[src/rtl/cpu_ctrl_pkg.sv]
// Shared definitions for the hardwired control sequencer: opcodes, ALU codes,
// sequencer states, instruction classes and the strobe bundle.
package cpu_ctrl_pkg;

  localparam logic [4:0] OP_LD   = 5'b00000;
  localparam logic [4:0] OP_LDI  = 5'b00001;
  localparam logic [4:0] OP_ST   = 5'b00010;
  localparam logic [4:0] OP_ADD  = 5'b00011;
  localparam logic [4:0] OP_SUB  = 5'b00100;
  localparam logic [4:0] OP_AND  = 5'b00101;
  localparam logic [4:0] OP_OR   = 5'b00110;
  localparam logic [4:0] OP_ADDI = 5'b01100;
  localparam logic [4:0] OP_ANDI = 5'b01101;
  localparam logic [4:0] OP_ORI  = 5'b01110;
  localparam logic [4:0] OP_BR   = 5'b10010;
  localparam logic [4:0] OP_JR   = 5'b10100;
  localparam logic [4:0] OP_NOP  = 5'b11010;
  localparam logic [4:0] OP_HALT = 5'b11011;

  localparam logic [4:0] ALU_ADD = 5'b00011;
  localparam logic [4:0] ALU_SUB = 5'b00100;
  localparam logic [4:0] ALU_AND = 5'b00101;
  localparam logic [4:0] ALU_OR  = 5'b00110;

  typedef enum logic [3:0] {
    S_F0, S_F1, S_F2, S_T3, S_T4, S_T5, S_T6, S_T7, S_HALT
  } state_t;

  typedef enum logic [3:0] {
    C_RTYPE, C_IMM, C_LDI, C_LD, C_ST, C_BR, C_JR, C_NOP, C_HALT
  } iclass_t;

  typedef struct packed {
    logic       gra;
    logic       grb;
    logic       grc;
    logic       rin;
    logic       rout;
    logic       ba_out;
    logic       pc_out;
    logic       pc_in;
    logic       inc_pc;
    logic       ir_in;
    logic       mar_in;
    logic       mdr_in;
    logic       mdr_out;
    logic       y_in;
    logic       z_in;
    logic       zlow_out;
    logic       c_out;
    logic       con_in;
    logic       read;
    logic       write;
    logic [4:0] alu_op;
    logic       run;
  } strobes_t;

  // Unlisted opcodes fall into C_NOP so they execute as a three-cycle no-op.
  function automatic iclass_t classify(input logic [4:0] op);
    case (op)
      OP_ADD, OP_SUB, OP_AND, OP_OR: return C_RTYPE;
      OP_ADDI, OP_ANDI, OP_ORI:      return C_IMM;
      OP_LDI:                        return C_LDI;
      OP_LD:                         return C_LD;
      OP_ST:                         return C_ST;
      OP_BR:                         return C_BR;
      OP_JR:                         return C_JR;
      OP_HALT:                       return C_HALT;
      default:                       return C_NOP;
    endcase
  endfunction

  function automatic logic [4:0] alu_code(input logic [4:0] op);
    case (op)
      OP_ADD, OP_SUB, OP_AND, OP_OR: return op;
      OP_ANDI:                       return ALU_AND;
      OP_ORI:                        return ALU_OR;
      default:                       return ALU_ADD;
    endcase
  endfunction

endpackage

[src/rtl/ctrl_output_decode.sv]
// Combinational strobe map from sequencer state, latched opcode and CON.
module ctrl_output_decode
  import cpu_ctrl_pkg::*;
(
  input  state_t     state,
  input  logic [4:0] opcode,
  input  logic       con,
  output strobes_t   strobes
);

  iclass_t    cls;
  logic [4:0] alu;

  assign cls = classify(opcode);
  assign alu = alu_code(opcode);

  always_comb begin
    // NOTE: every field gets a default first, so no path through the case infers a latch.
    strobes     = '0;
    strobes.run = (state != S_HALT);
    case (state)
      S_F0: begin
        strobes.pc_out = 1'b1; strobes.mar_in = 1'b1;
        strobes.inc_pc = 1'b1; strobes.z_in   = 1'b1;
      end
      S_F1: begin
        strobes.zlow_out = 1'b1; strobes.pc_in  = 1'b1;
        strobes.read     = 1'b1; strobes.mdr_in = 1'b1;
      end
      S_F2: begin
        strobes.mdr_out = 1'b1; strobes.ir_in = 1'b1;
      end
      S_T3: begin
        case (cls)
          C_RTYPE, C_IMM: begin strobes.grb = 1'b1; strobes.rout = 1'b1; strobes.y_in = 1'b1; end
          C_LDI, C_LD, C_ST: begin strobes.grb = 1'b1; strobes.ba_out = 1'b1; strobes.y_in = 1'b1; end
          C_BR: begin strobes.gra = 1'b1; strobes.rout = 1'b1; strobes.con_in = 1'b1; end
          C_JR: begin strobes.gra = 1'b1; strobes.rout = 1'b1; strobes.pc_in = 1'b1; end
          default: ;
        endcase
      end
      S_T4: begin
        case (cls)
          C_RTYPE: begin
            strobes.grc = 1'b1; strobes.rout = 1'b1; strobes.alu_op = alu; strobes.z_in = 1'b1;
          end
          C_IMM, C_LDI, C_LD, C_ST: begin
            strobes.c_out = 1'b1; strobes.alu_op = alu; strobes.z_in = 1'b1;
          end
          C_BR: begin strobes.pc_out = 1'b1; strobes.y_in = 1'b1; end
          default: ;
        endcase
      end
      S_T5: begin
        case (cls)
          C_RTYPE, C_IMM, C_LDI: begin strobes.zlow_out = 1'b1; strobes.gra = 1'b1; strobes.rin = 1'b1; end
          C_LD, C_ST: begin strobes.zlow_out = 1'b1; strobes.mar_in = 1'b1; end
          C_BR: begin strobes.c_out = 1'b1; strobes.alu_op = alu; strobes.z_in = 1'b1; end
          default: ;
        endcase
      end
      S_T6: begin
        case (cls)
          C_LD: begin strobes.read = 1'b1; strobes.mdr_in = 1'b1; end
          C_ST: begin strobes.gra = 1'b1; strobes.rout = 1'b1; strobes.mdr_in = 1'b1; end
          C_BR: begin strobes.zlow_out = con; strobes.pc_in = con; end
          default: ;
        endcase
      end
      S_T7: begin
        case (cls)
          C_LD: begin strobes.mdr_out = 1'b1; strobes.gra = 1'b1; strobes.rin = 1'b1; end
          C_ST: strobes.write = 1'b1;
          default: ;
        endcase
      end
      default: ;
    endcase
  end

endmodule

[src/rtl/control_sequencer.sv]
// Moore fetch/decode/execute sequencer: state register, opcode latch and
// next-state logic; strobes come from ctrl_output_decode.
module control_sequencer
  import cpu_ctrl_pkg::*;
(
  input  logic       clock,
  input  logic       reset_n,
  input  logic [4:0] opcode,
  input  logic       CON,
  input  logic       memReady,
  output logic       Gra,
  output logic       Grb,
  output logic       Grc,
  output logic       Rin,
  output logic       Rout,
  output logic       BAout,
  output logic       PCout,
  output logic       PCin,
  output logic       IncPC,
  output logic       IRin,
  output logic       MARin,
  output logic       MDRin,
  output logic       MDRout,
  output logic       Yin,
  output logic       Zin,
  output logic       Zlowout,
  output logic       Cout,
  output logic       CONin,
  output logic       Read,
  output logic       Write,
  output logic [4:0] aluOp,
  output logic       Run
);

  state_t     state;
  logic [4:0] op_q;
  iclass_t    cls_q;
  strobes_t   dec;
  strobes_t   act;

  assign cls_q = classify(op_q);

  // The opcode is captured on the F2 exit edge so execute cycles never see IR changes.
  always_ff @(posedge clock or negedge reset_n) begin
    if (!reset_n) begin
      state <= S_F0;
      op_q  <= OP_NOP;
    end else begin
      // NOTE: sequential state uses non-blocking assignments so every register updates together.
      case (state)
        S_F0: state <= S_F1;
        S_F1: if (memReady) state <= S_F2;
        S_F2: begin
          op_q <= opcode;
          case (classify(opcode))
            C_NOP:   state <= S_F0;
            C_HALT:  state <= S_HALT;
            default: state <= S_T3;
          endcase
        end
        S_T3: state <= (cls_q == C_JR) ? S_F0 : S_T4;
        S_T4: state <= S_T5;
        S_T5: state <= (cls_q == C_LD || cls_q == C_ST || cls_q == C_BR) ? S_T6 : S_F0;
        S_T6: begin
          if (cls_q == C_ST)                  state <= S_T7;
          else if (cls_q == C_LD && memReady) state <= S_T7;
          else if (cls_q != C_LD)             state <= S_F0;
        end
        S_T7: if (cls_q == C_LD || memReady) state <= S_F0;
        default: state <= S_HALT;
      endcase
    end
  end

  ctrl_output_decode u_decode (
    .state   (state),
    .opcode  (op_q),
    .con     (CON),
    .strobes (dec)
  );

  // Gating with reset_n blanks every strobe the instant reset asserts, without a clock edge.
  assign act = reset_n ? dec : '0;

  assign Gra     = act.gra;
  assign Grb     = act.grb;
  assign Grc     = act.grc;
  assign Rin     = act.rin;
  assign Rout    = act.rout;
  assign BAout   = act.ba_out;
  assign PCout   = act.pc_out;
  assign PCin    = act.pc_in;
  assign IncPC   = act.inc_pc;
  assign IRin    = act.ir_in;
  assign MARin   = act.mar_in;
  assign MDRin   = act.mdr_in;
  assign MDRout  = act.mdr_out;
  assign Yin     = act.y_in;
  assign Zin     = act.z_in;
  assign Zlowout = act.zlow_out;
  assign Cout    = act.c_out;
  assign CONin   = act.con_in;
  assign Read    = act.read;
  assign Write   = act.write;
  assign aluOp   = act.alu_op;
  assign Run     = act.run;

endmodule

[config.mk]
export PLATFORM = sky130hd
export DESIGN_NAME = control_sequencer
export DESIGN_NICKNAME = d
export VERILOG_FILES = /design/src/rtl/cpu_ctrl_pkg.sv /design/src/rtl/ctrl_output_decode.sv /design/src/rtl/control_sequencer.sv
export SDC_FILE = /design/constraint.sdc
export NUM_CORES = 1
export LEC_CHECK = 0
export ABC_AREA = 1
export CAP_MARGIN = 15
export CORE_UTILIZATION = 41
export CTS_CLUSTER_DIAMETER = 30
export DETAILED_ROUTE_END_ITERATION = 12
export PLACE_DENSITY = 0.79
export SYNTH_ARGS = -nofsm -noshare
export SYNTH_HDL_FRONTEND = slang
export SYNTH_SLANG_ARGS = --single-unit
export TNS_END_PERCENT = 100
[constraint.sdc]
create_clock -name clock -period 1.8 [get_ports clock]
set_input_delay 0.36 -clock clock [delete_from_list [all_inputs] [get_ports clock]]
set_output_delay 0.36 -clock clock [all_outputs]
set_load 0.03 [all_outputs]
* Word-level counts from Yosys, hierarchy flattened
Memory sizes are Yosys's and may differ from the RTL's.
Index checks and enable logic that the tools add are counted.
** Storage, ports and cells
- Input bits :: 9
- Logic and storage cells :: 98
- Output and inout port bits :: 26
- Register bits after elaboration :: 9
- Memories kept :: 3
- Bits in read-only memories :: 384
** Memories
- (name not given) :: words 32, bits a word 4, rd ports 1, clocked after memory_dff 0, wr ports 0, line cpu_ctrl_pkg.sv:60 : case (op)
- (name not given) :: words 32, bits a word 4, rd ports 1, clocked after memory_dff 0, wr ports 0, line cpu_ctrl_pkg.sv:60
- (name not given) :: words 32, bits a word 4, rd ports 1, clocked after memory_dff 0, wr ports 0, line cpu_ctrl_pkg.sv:60
** Cells by class
- Equal/unequal tests :: 30
- Mux-type cells :: 48
- Reduce and logical (&&, ||, !) cells :: 15
** Operators with widths (number)
- 4-bit by 3-bit equality test with 1-bit output, second input constant :: 11
- 4-bit case mux with 8 select lines :: 1
- 26-bit 2-to-1 mux :: 1
- 4-bit 2-to-1 mux :: 6
- 4-bit by 2-bit equality test with 1-bit output, second input constant :: 5
- 1-bit 2-to-1 mux :: 20
- 1-bit case mux with 2 select lines :: 8
- 5-bit by 3-bit equality test with 1-bit output, second input constant :: 3
- 5-bit case mux with 3 select lines :: 1
- 1-bit case mux with 3 select lines :: 4
- 4-bit OR reduction :: 3
- 5-bit by 4-bit equality test with 1-bit output, second input constant :: 2
- 5-bit 2-to-1 mux :: 2
- 5-bit case mux with 2 select lines :: 1
- 4-bit by 1-bit equality test with 1-bit output, second input constant :: 2
- 4-bit logical NOT :: 2
- 4-bit inequality test, second input constant :: 2
- 4-bit case mux with 2 select lines :: 1
- 3-bit 2-to-1 mux :: 2
- 3-bit OR reduction :: 2
- 5-bit by 2-bit equality test with 1-bit output, second input constant :: 1
- 5-bit OR reduction :: 1
- 4-bit equality test, second input constant :: 1
- 2-bit inequality test, second input constant :: 2
- other kinds (6) :: 9

* Depth between registers and ports, before layout
Gate-level depths: netlist of the first run.
- Depth in word-level cells :: 6
- Depth in mapped cells :: 13
- Depth with buffers taken out :: 12

* By module
A second synthesis of the first run with hierarchy kept.
** Unflattened totals
- Cells, all modules :: 279
- Area, all modules :: 1527.7 um2
** Modules (own cells, without submodules)
- control_sequencer :: instances 1, sequential area each 229.0 um2, area each 889.6 um2, cells an instance 159
- ctrl_output_decode :: instances 1, sequential area each 0.0 um2, area each 638.1 um2, cells an instance 120

* Least setup slack after synthesis of the first run
No wires, ideal clock.
- Path type :: flip-flop to output port
- Start point :: register op_q[1]
- End point :: output port Write
- Cell stages (with the launch flop) :: 8
- Path buffers :: 1
- Setup slack :: -604 ps
- Data arrival time :: 2044 ps
- Path through :: dfstp_2 -> buf_4 -> inv_1 -> nor2_1 -> nand2_1 -> inv_1 -> nand2_4 -> nor4_1
** On the way
- Cells in the longest elaborated chain, start to end :: 5
** Ends and longest elaborated chain
- start, declared :: line control_sequencer.sv:36 : logic [4:0] op_q;
- start signal, assigned :: line control_sequencer.sv:54 : op_q <= opcode;
- memory read 32 x 4 bit
- 4-bit by 3-bit equality test with 1-bit output :: line ctrl_output_decode.sv:71 : case (cls)
- 1-bit 2-to-1 mux :: line ctrl_output_decode.sv:71
- 1-bit 2-to-1 mux :: line ctrl_output_decode.sv:21 : case (state)
- 26-bit 2-to-1 mux :: line control_sequencer.sv:83 : assign act = reset_n ? dec : '0;
- end, declared :: line control_sequencer.sv:30 : output logic Write,
No other way between the ends.

* Final worst setup path of the first run
- Start point :: register op_q[2]
- End point :: output port Rout
** On the way
- Cells in the longest elaborated chain, start to end :: 6
- Elaborated cells on any way between the ends :: 12
** Ends and longest elaborated chain
- memory read 32 x 4 bit *
- 4-bit by 3-bit equality test with 1-bit output, or another cell as far along :: line ctrl_output_decode.sv:34 : case (cls)
- 4-bit OR reduction (no line)
- 1-bit 2-to-1 mux :: line ctrl_output_decode.sv:34
- 1-bit case mux with 3 select lines * :: line ctrl_output_decode.sv:21
- 26-bit 2-to-1 mux * :: line control_sequencer.sv:83
- end, declared :: line control_sequencer.sv:15 : output logic Rout,
Every way passes the cells marked *; elsewhere a longest branch is shown, timed or not.

==> metrics.log, run 1 <==
[metrics] Period minus WS final: 2454 ps
[metrics] post-synthesis sequential element count: 9
[metrics] Post-CTS Hold Buffers: 0
[metrics] footprint of the flip-flops and latches: 229.0 um^2
[metrics] Most common cell on crit path: sky130_fd_sc_hd__nand2_1
[metrics] layout overhead on the synthesized area: 103.9%
[metrics] f_max: 407.5 MHz
[metrics] die area: 2840 um^2
[metrics] largest net degree at the start of global routing: 12
[metrics] logic depth of the worst register-to-register path: 11
[metrics] share of synthesized area occupied by flip-flops and latches: 0.2123
[metrics] crit path from: op_q[2]
[metrics] required time of the critical path: 1440 ps
[metrics] outcome: finished, violations left
[metrics] Synth Warn #: 0
[metrics] die width: 53.29 um
[metrics] cells taking the most area after synthesis: sky130_fd_sc_hd__nand2_1 (18%), sky130_fd_sc_hd__dfrtp_1 (14%), sky130_fd_sc_hd__inv_1 (8.7%)
[metrics] Crit Path Class: reg -> out
[metrics] average wire per cell in the routed design: 17.16 um
[metrics] number of global-route vias before repair: 1605
[metrics] H-tree level count: 1
[metrics] nature of the critical path endpoint: primary output
[metrics] number of distinct library cells after synthesis: 29
[metrics] I/O pin total: 35
[metrics] Reg2Reg Setup Slack: -240 ps
[metrics] placer congestion estimate: 0.9166
[metrics] Std-Cell Rows: 18
[metrics] pre-CTS setup slack: -257.0 ps
[metrics] worst setup path endpoint: Rout
[metrics] worst stage delay on the critical path: 440 ps
[metrics] Routed Antenna Nets: 0
[metrics] number of antenna violations at the first check in global routing: 0
[metrics] top-area cell type share of the netlist area: 0.1845
[metrics] most frequent cells in the layout: sky130_fd_sc_hd__buf_4 (64), sky130_fd_sc_hd__nand2_1 (40), sky130_fd_sc_hd__buf_6 (20), sky130_fd_sc_hd__inv_1 (18)
[metrics] mean area per synthesized cell: 5.830 um^2
[metrics] Final WS setup: -654.0 ps
[metrics] count of maximum capacitance violations: 0
[metrics] post-synth design cell area: 1079 um^2
[metrics] areal power density over the cells: 196.3 nW/um^2
[metrics] Num CTS Buffers: 3
[metrics] detailed-placement wirelength estimate: 2.962 mm
[metrics] post-detailed-route via-to-cell ratio: 5.735
[metrics] Hold Fails Final Rpt: 0
[metrics] overall fraction of global-route tracks in use: 0.3437
[metrics] global-route congestion overflow total: 0
[metrics] DRC violation count after routing: 0
[metrics] Worst Path Max Fanout: 4
[metrics] Max Clock Skew: 8.859 ps
[metrics] final setup fails: 26
[metrics] final wirelength: 5.301 mm
[metrics] number of DRC markers after the initial detailed-route iteration: 105
[metrics] list of cells traversed by the critical path: nor2_2, nand2_1, nand2_1, buf_4, nand4_1, o21a_1, a21oi_4, buf_6
[metrics] unrepaired setup endpoints after global routing: yes
[metrics] most frequent standard cell in the layout excluding fill and tap cells: sky130_fd_sc_hd__buf_4
[metrics] number of nets in the layout: 289
[metrics] Layout Cell Area excl Fill: 2200 um^2
[metrics] multi-input gate area in the final layout: 972.2 um^2
[metrics] Port Buffers: 32
[metrics] worst-case vdd ir drop: 0.3660 mV
[metrics] clock transition time at the flip-flop clock pins of the worst setup and hold paths: 70 ps
[metrics] first-pass GRT wire length: 6.962 mm
[metrics] sum of negative setup slack: -12190 ps
[metrics] critical path launch point type: flop
[metrics] routed via count: 1772
[metrics] cell at the slowest stage of the critical path: sky130_fd_sc_hd__dfrtp_1
[metrics] Die Ht: 53.29 um
[metrics] Layout fillers: 120
[metrics] Cells after Synth: 185
[metrics] endpoint arrival time on the critical path: 2090 ps
[metrics] destination of the worst register-to-register timing path: state[1]
[metrics] antenna diode count: 0
[metrics] ratio of cells with drive above 1 in the final layout: 0.5627
[metrics] Initial DRT Pass Iterations: 5
[metrics] number of pins with negative max-slew slack in the final report: 0
[metrics] worst hold slack across all endpoints: 347.1 ps
[metrics] Core Footprint: 2477 um^2
[metrics] Pleak: 1.091 nW
[metrics] clock latency at the later pin of the worst-skew pair: 270 ps
[metrics] reg-to-reg startpoint: op_q[1]
[metrics] CTS root buf: sky130_fd_sc_hd__clkbuf_4
[metrics] Synth area leader: sky130_fd_sc_hd__nand2_1
[metrics] clock tree from TritonCTS: done
[metrics] Max clock buf depth: 2
[metrics] dpl cell area: 1882 um^2
[metrics] Final Cycle Share: 1.363
[metrics] number of sinks driven by the clock tree: 9
[metrics] effective utilization at floorplan: 0.4354
[metrics] hold crit path type: in -> async
[metrics] failing checks: negative setup slack
==> worst min path at each step <==
stage,from,to,depth (start not counted)
6_report,reset_n,op_q[0],2
5_1_grt,reset_n,op_q[0],2
4_1_cts,reset_n,state[3],2
3_5_place_dp,state[0],state[0],2
3_3_place_gp,state[0],state[0],2
2_1_floorplan,reset_n,op_q[0],0
==> layout make-up <==
cell class | instances | share of cell area
clock buffers | 3 | 0.01024
clock inverters | 1 | 0.002275
inverters | 28 | 0.05859
multi-input cells | 145 | 0.4420
flip-flops and latches | 9 | 0.1041
well taps | 30 | 0.01706
repair buffers | 93 | 0.3658
==> per-layer routing <==
layer,up-vias,track usage,part of all wire
li1,796,-,-
met2,105,0.6125,0.50
met3,40,0.06609,0.068
met1,831,0.3924,0.38
met4,0,0.1404,0.049
met5,-,0,0
==> kinds of logic (layout without fill, tap and decap cells) <==
group	Yosys count	after routing	synth area share
buf+inv	33	125	0.1427
other cells	1	2	0.003477
flops	9	9	0.2123
compound gates	30	30	0.1671
simple gates	112	113	0.4745
==> sequential cells by signal, summed over array words and instances, names as in the netlist <==
signal and cells:
op_q 5, state 4
==> metrics by stage <==
step | power [mW] | util | instances
2_1_floorplan | 0.2291 | - | 186
3_3_place_gp | 0.2663 | 0.7596 | 293
6_report | 0.4319 | 0.8879 | 309
3_5_place_dp | 0.2681 | 0.7596 | 293
5_1_grt | 0.4403 | 0.8879 | 309
4_1_cts | 0.4246 | 0.8596 | 308
==> critical path, delay by kind of cell (launching register included) <==
family	cells	cell delay, ps
and+or+nand+nor	4	660
DFF	1	440
AOI/OAI and AO/OA	2	420
buffers and inverters	2	280
==> synth_stat cells, drive strengths merged <==
master,n
a21oi,10
a31o,1
a31oi,1
buf,3
bufinv,1
clkbuf,2
conb,1
dfrtp,6
dfstp,3
inv,27
nand2,57
nand3,19
nand4,7
nor2,24
nor3,4
nor4,1
o2111ai,3
o21a,2
o21ai,11
o22ai,1
o41ai,1
==> power breakdown <==
group / internal [mW] / switching [mW]
Combinational: 0.0274 / 0.0375
Sequential: 0.202 / 0
Clock: 0.0824 / 0.0821
Total: 0.312 / 0.120
==> what timing repair did <==
item                       4_1_cts  5_1_grt
gates cloned                     1        0
setup endpoints to repair       24       26
hold endpoints to repair         0        0
gates resized for setup         43       15
buffers inserted                10        1
pin swaps                       15        7
Power figures use the tool's default switching activity.
==> run 2: changes to the inputs <==
--- a/config.mk
+++ b/config.mk
@@ -10,7 +10,7 @@
 export CORE_UTILIZATION = 41
 export CTS_CLUSTER_DIAMETER = 30
 export DETAILED_ROUTE_END_ITERATION = 12
-export PLACE_DENSITY = 0.79
+export PLACE_DENSITY = 0.76
 export SYNTH_ARGS = -nofsm -noshare
 export SYNTH_HDL_FRONTEND = slang
 export SYNTH_SLANG_ARGS = --single-unit
==> metrics.log, run 2 (synthesis results as in run 1) <==
[metrics] Most common cell on crit path: sky130_fd_sc_hd__nand2_1
[metrics] required time of the critical path: 1440 ps
[metrics] H-tree level count: 1
[metrics] detailed-placement wirelength estimate: 3.184 mm
[metrics] Std-Cell Rows: 18
[metrics] Layout Cell Area excl Fill: 2248 um^2
[metrics] final wirelength: 5.625 mm
[metrics] number of sinks driven by the clock tree: 9
[metrics] areal power density over the cells: 182.8 nW/um^2
[metrics] ratio of cells with drive above 1 in the final layout: 0.5965
[metrics] pre-CTS setup slack: -246.3 ps
[metrics] logic depth of the worst register-to-register path: 13
[metrics] antenna diode count: 0
[metrics] clock tree from TritonCTS: done
[metrics] Final WS setup: -623.7 ps
[metrics] Pleak: 1.106 nW
[metrics] die area: 2840 um^2
[metrics] Max Clock Skew: 0.7066 ps
[metrics] clock latency at the later pin of the worst-skew pair: 250 ps
[metrics] clock transition time at the flip-flop clock pins of the worst setup and hold paths: 50 ps
[metrics] endpoint arrival time on the critical path: 2060 ps
[metrics] DP Cell Count: 297
[metrics] count of maximum capacitance violations: 0
[metrics] f_max: 412.6 MHz
[metrics] core utilization of the finished layout: 0.9076
[metrics] largest registers ranked by flip-flop count: op_q (5), state (4)
[metrics] Final Cycle Share: 1.347
[metrics] largest net degree at the start of global routing: 12
[metrics] Max clock buf depth: 2
[metrics] Reg with most FFs: op_q
[metrics] final setup fails: 25
[metrics] number of flip-flops under the largest register name: 5
[metrics] number of nets in the layout: 295
[metrics] overall fraction of global-route tracks in use: 0.3224
[metrics] DRC violation count after routing: 0
[metrics] Hold Fails Final Rpt: 0
[metrics] worst stage delay on the critical path: 600 ps
[metrics] first-pass GRT wire length: 6.693 mm
[metrics] placer congestion estimate: 0.9881
[metrics] CTS root buf: sky130_fd_sc_hd__clkbuf_4
[metrics] Routed Antenna Nets: 0
[metrics] post-detailed-route via-to-cell ratio: 5.727
[metrics] failing checks: negative setup slack
[metrics] outcome: finished, violations left
[metrics] list of cells traversed by the critical path: inv_2, nand2_1, nand2_1, nand3_2, nand2_4, buf_4, a21oi_2, nand2_2, nand3_1, nand2_1, inv_2, buf_6
[metrics] Reg2Reg Setup Slack: -430 ps
[metrics] worst-case vdd ir drop: 0.5199 mV
[metrics] cell family with the largest share of critical-path delay: flip-flops
[metrics] Worst Path Max Fanout: 7
[metrics] number of antenna violations at the first check in global routing: 0
[metrics] number of DRC markers after the initial detailed-route iteration: 107
[metrics] total power: 0.4110 mW
[metrics] Initial DRT Pass Iterations: 5
[metrics] Period minus WS final: 2424 ps
[metrics] I/O pin total: 35
[metrics] dpl cell area: 1912 um^2
[metrics] cell at the slowest stage of the critical path: sky130_fd_sc_hd__dfstp_2
[metrics] nature of the critical path endpoint: primary output
[metrics] layout overhead on the synthesized area: 108.5%
[metrics] Die Ht: 53.29 um
[metrics] final cell count without fillers: 315
[metrics] number of pins with negative max-slew slack in the final report: 0
[metrics] number of global-route vias before repair: 1579
[metrics] average wire per cell in the routed design: 17.86 um
[metrics] routed via count: 1804
[metrics] Post-CTS Hold Buffers: 0
[metrics] critical path launch point type: flop
[metrics] most frequent standard cell in the layout excluding fill and tap cells: sky130_fd_sc_hd__buf_4
[metrics] effective utilization at floorplan: 0.4354
[metrics] Stages on worst setup path: 12
[metrics] most frequent cells in the layout: sky130_fd_sc_hd__buf_4 (67), sky130_fd_sc_hd__nand2_1 (37), sky130_fd_sc_hd__buf_6 (24), sky130_fd_sc_hd__nand2_2 (15), sky130_fd_sc_hd__inv_1 (13)
[metrics] Core Footprint: 2477 um^2
[metrics] global-route congestion overflow total: 0
[metrics] hold crit path type: in -> async
[metrics] Layout fillers: 112
[metrics] Port Buffers: 32
[metrics] die width: 53.29 um
[metrics] count of buffering cells on the critical path with inverters included: 4
[metrics] Crit Path Class: reg -> out
[metrics] Num CTS Buffers: 3
[metrics] unrepaired setup endpoints after global routing: yes
[run 2: cell count changes in the layout (fill, tap and decap cells not counted), moves of 3 or more]
cell and delta:
sky130_fd_sc_hd__buf_4 +3, sky130_fd_sc_hd__buf_6 +4, sky130_fd_sc_hd__inv_1 -5, sky130_fd_sc_hd__inv_2 +4, sky130_fd_sc_hd__nand2_1 -3, sky130_fd_sc_hd__nand2_2 +4
sky130_fd_sc_hd__nand3_2 +3
[run 2: cell type report]
cell class	instances	area, um^2	area share
multi-input combinational	144	954.7	0.4246
timing repair buffer	100	872.1	0.3879
sequential	9	229.0	0.1018
inverter	28	128.9	0.05732
tap	30	37.54	0.01669
clock buffer	4	26.28	0.01169
[run 2: worst reg2reg max path, cell delays in order (launching register included)]
cell                      delay [ps]
sky130_fd_sc_hd__dfstp_2         600
sky130_fd_sc_hd__nor2_1          100
sky130_fd_sc_hd__nand2_2         100
sky130_fd_sc_hd__nand3_2         110
sky130_fd_sc_hd__nand2_4         150
sky130_fd_sc_hd__buf_4           150
sky130_fd_sc_hd__nand3_2          90
sky130_fd_sc_hd__buf_4           150
sky130_fd_sc_hd__buf_4           120
sky130_fd_sc_hd__buf_4           120
sky130_fd_sc_hd__buf_4           120
sky130_fd_sc_hd__buf_4           120
sky130_fd_sc_hd__o21a_1          190
sky130_fd_sc_hd__nand2_1          60
[run 2: metrics by stage]
step / hold WS [ps] / setup TNS [ps]
3_5_place_dp: 623.7 / -4124
5_1_grt: 242.8 / -14670
2_1_floorplan: 64.41 / -1714
6_report: 244.2 / -11830
4_1_cts: 238.1 / -9153
3_3_place_gp: 605.7 / -3643
[run 2: where the power goes]
group	switching [mW]	internal (mW)
Clock	0.0623	0.0849
Combinational	0.0362	0.0247
Sequential	0	0.203
[run 2: metal layers]
layer | track usage | wire length [um]
met2 | 0.5542 | 2942
met3 | 0.04885 | 391
met5 | 0 | 0
met1 | 0.3966 | 2041
met4 | 0.1228 | 249
[run 2: repair_timing]
| item | in CTS | in global routing |
|---|---|---|
| setup endpoints to repair | 26 | 26 |
| buffers inserted | 10 | 4 |
| cloned | 0 | 0 |
| gates resized for setup | 34 | 33 |
| pin swaps | 15 | 10 |
[run 2: final timing paths]
check / from / endpoint
max: op_q[1] / Gra
min: reset_n / state[0]
max reg2reg: op_q[1] / state[2]
min reg2reg: state[3] / state[3]
max in group asynchronous: reset_n / op_q[3]
min in group clock: state[3] / state[3]
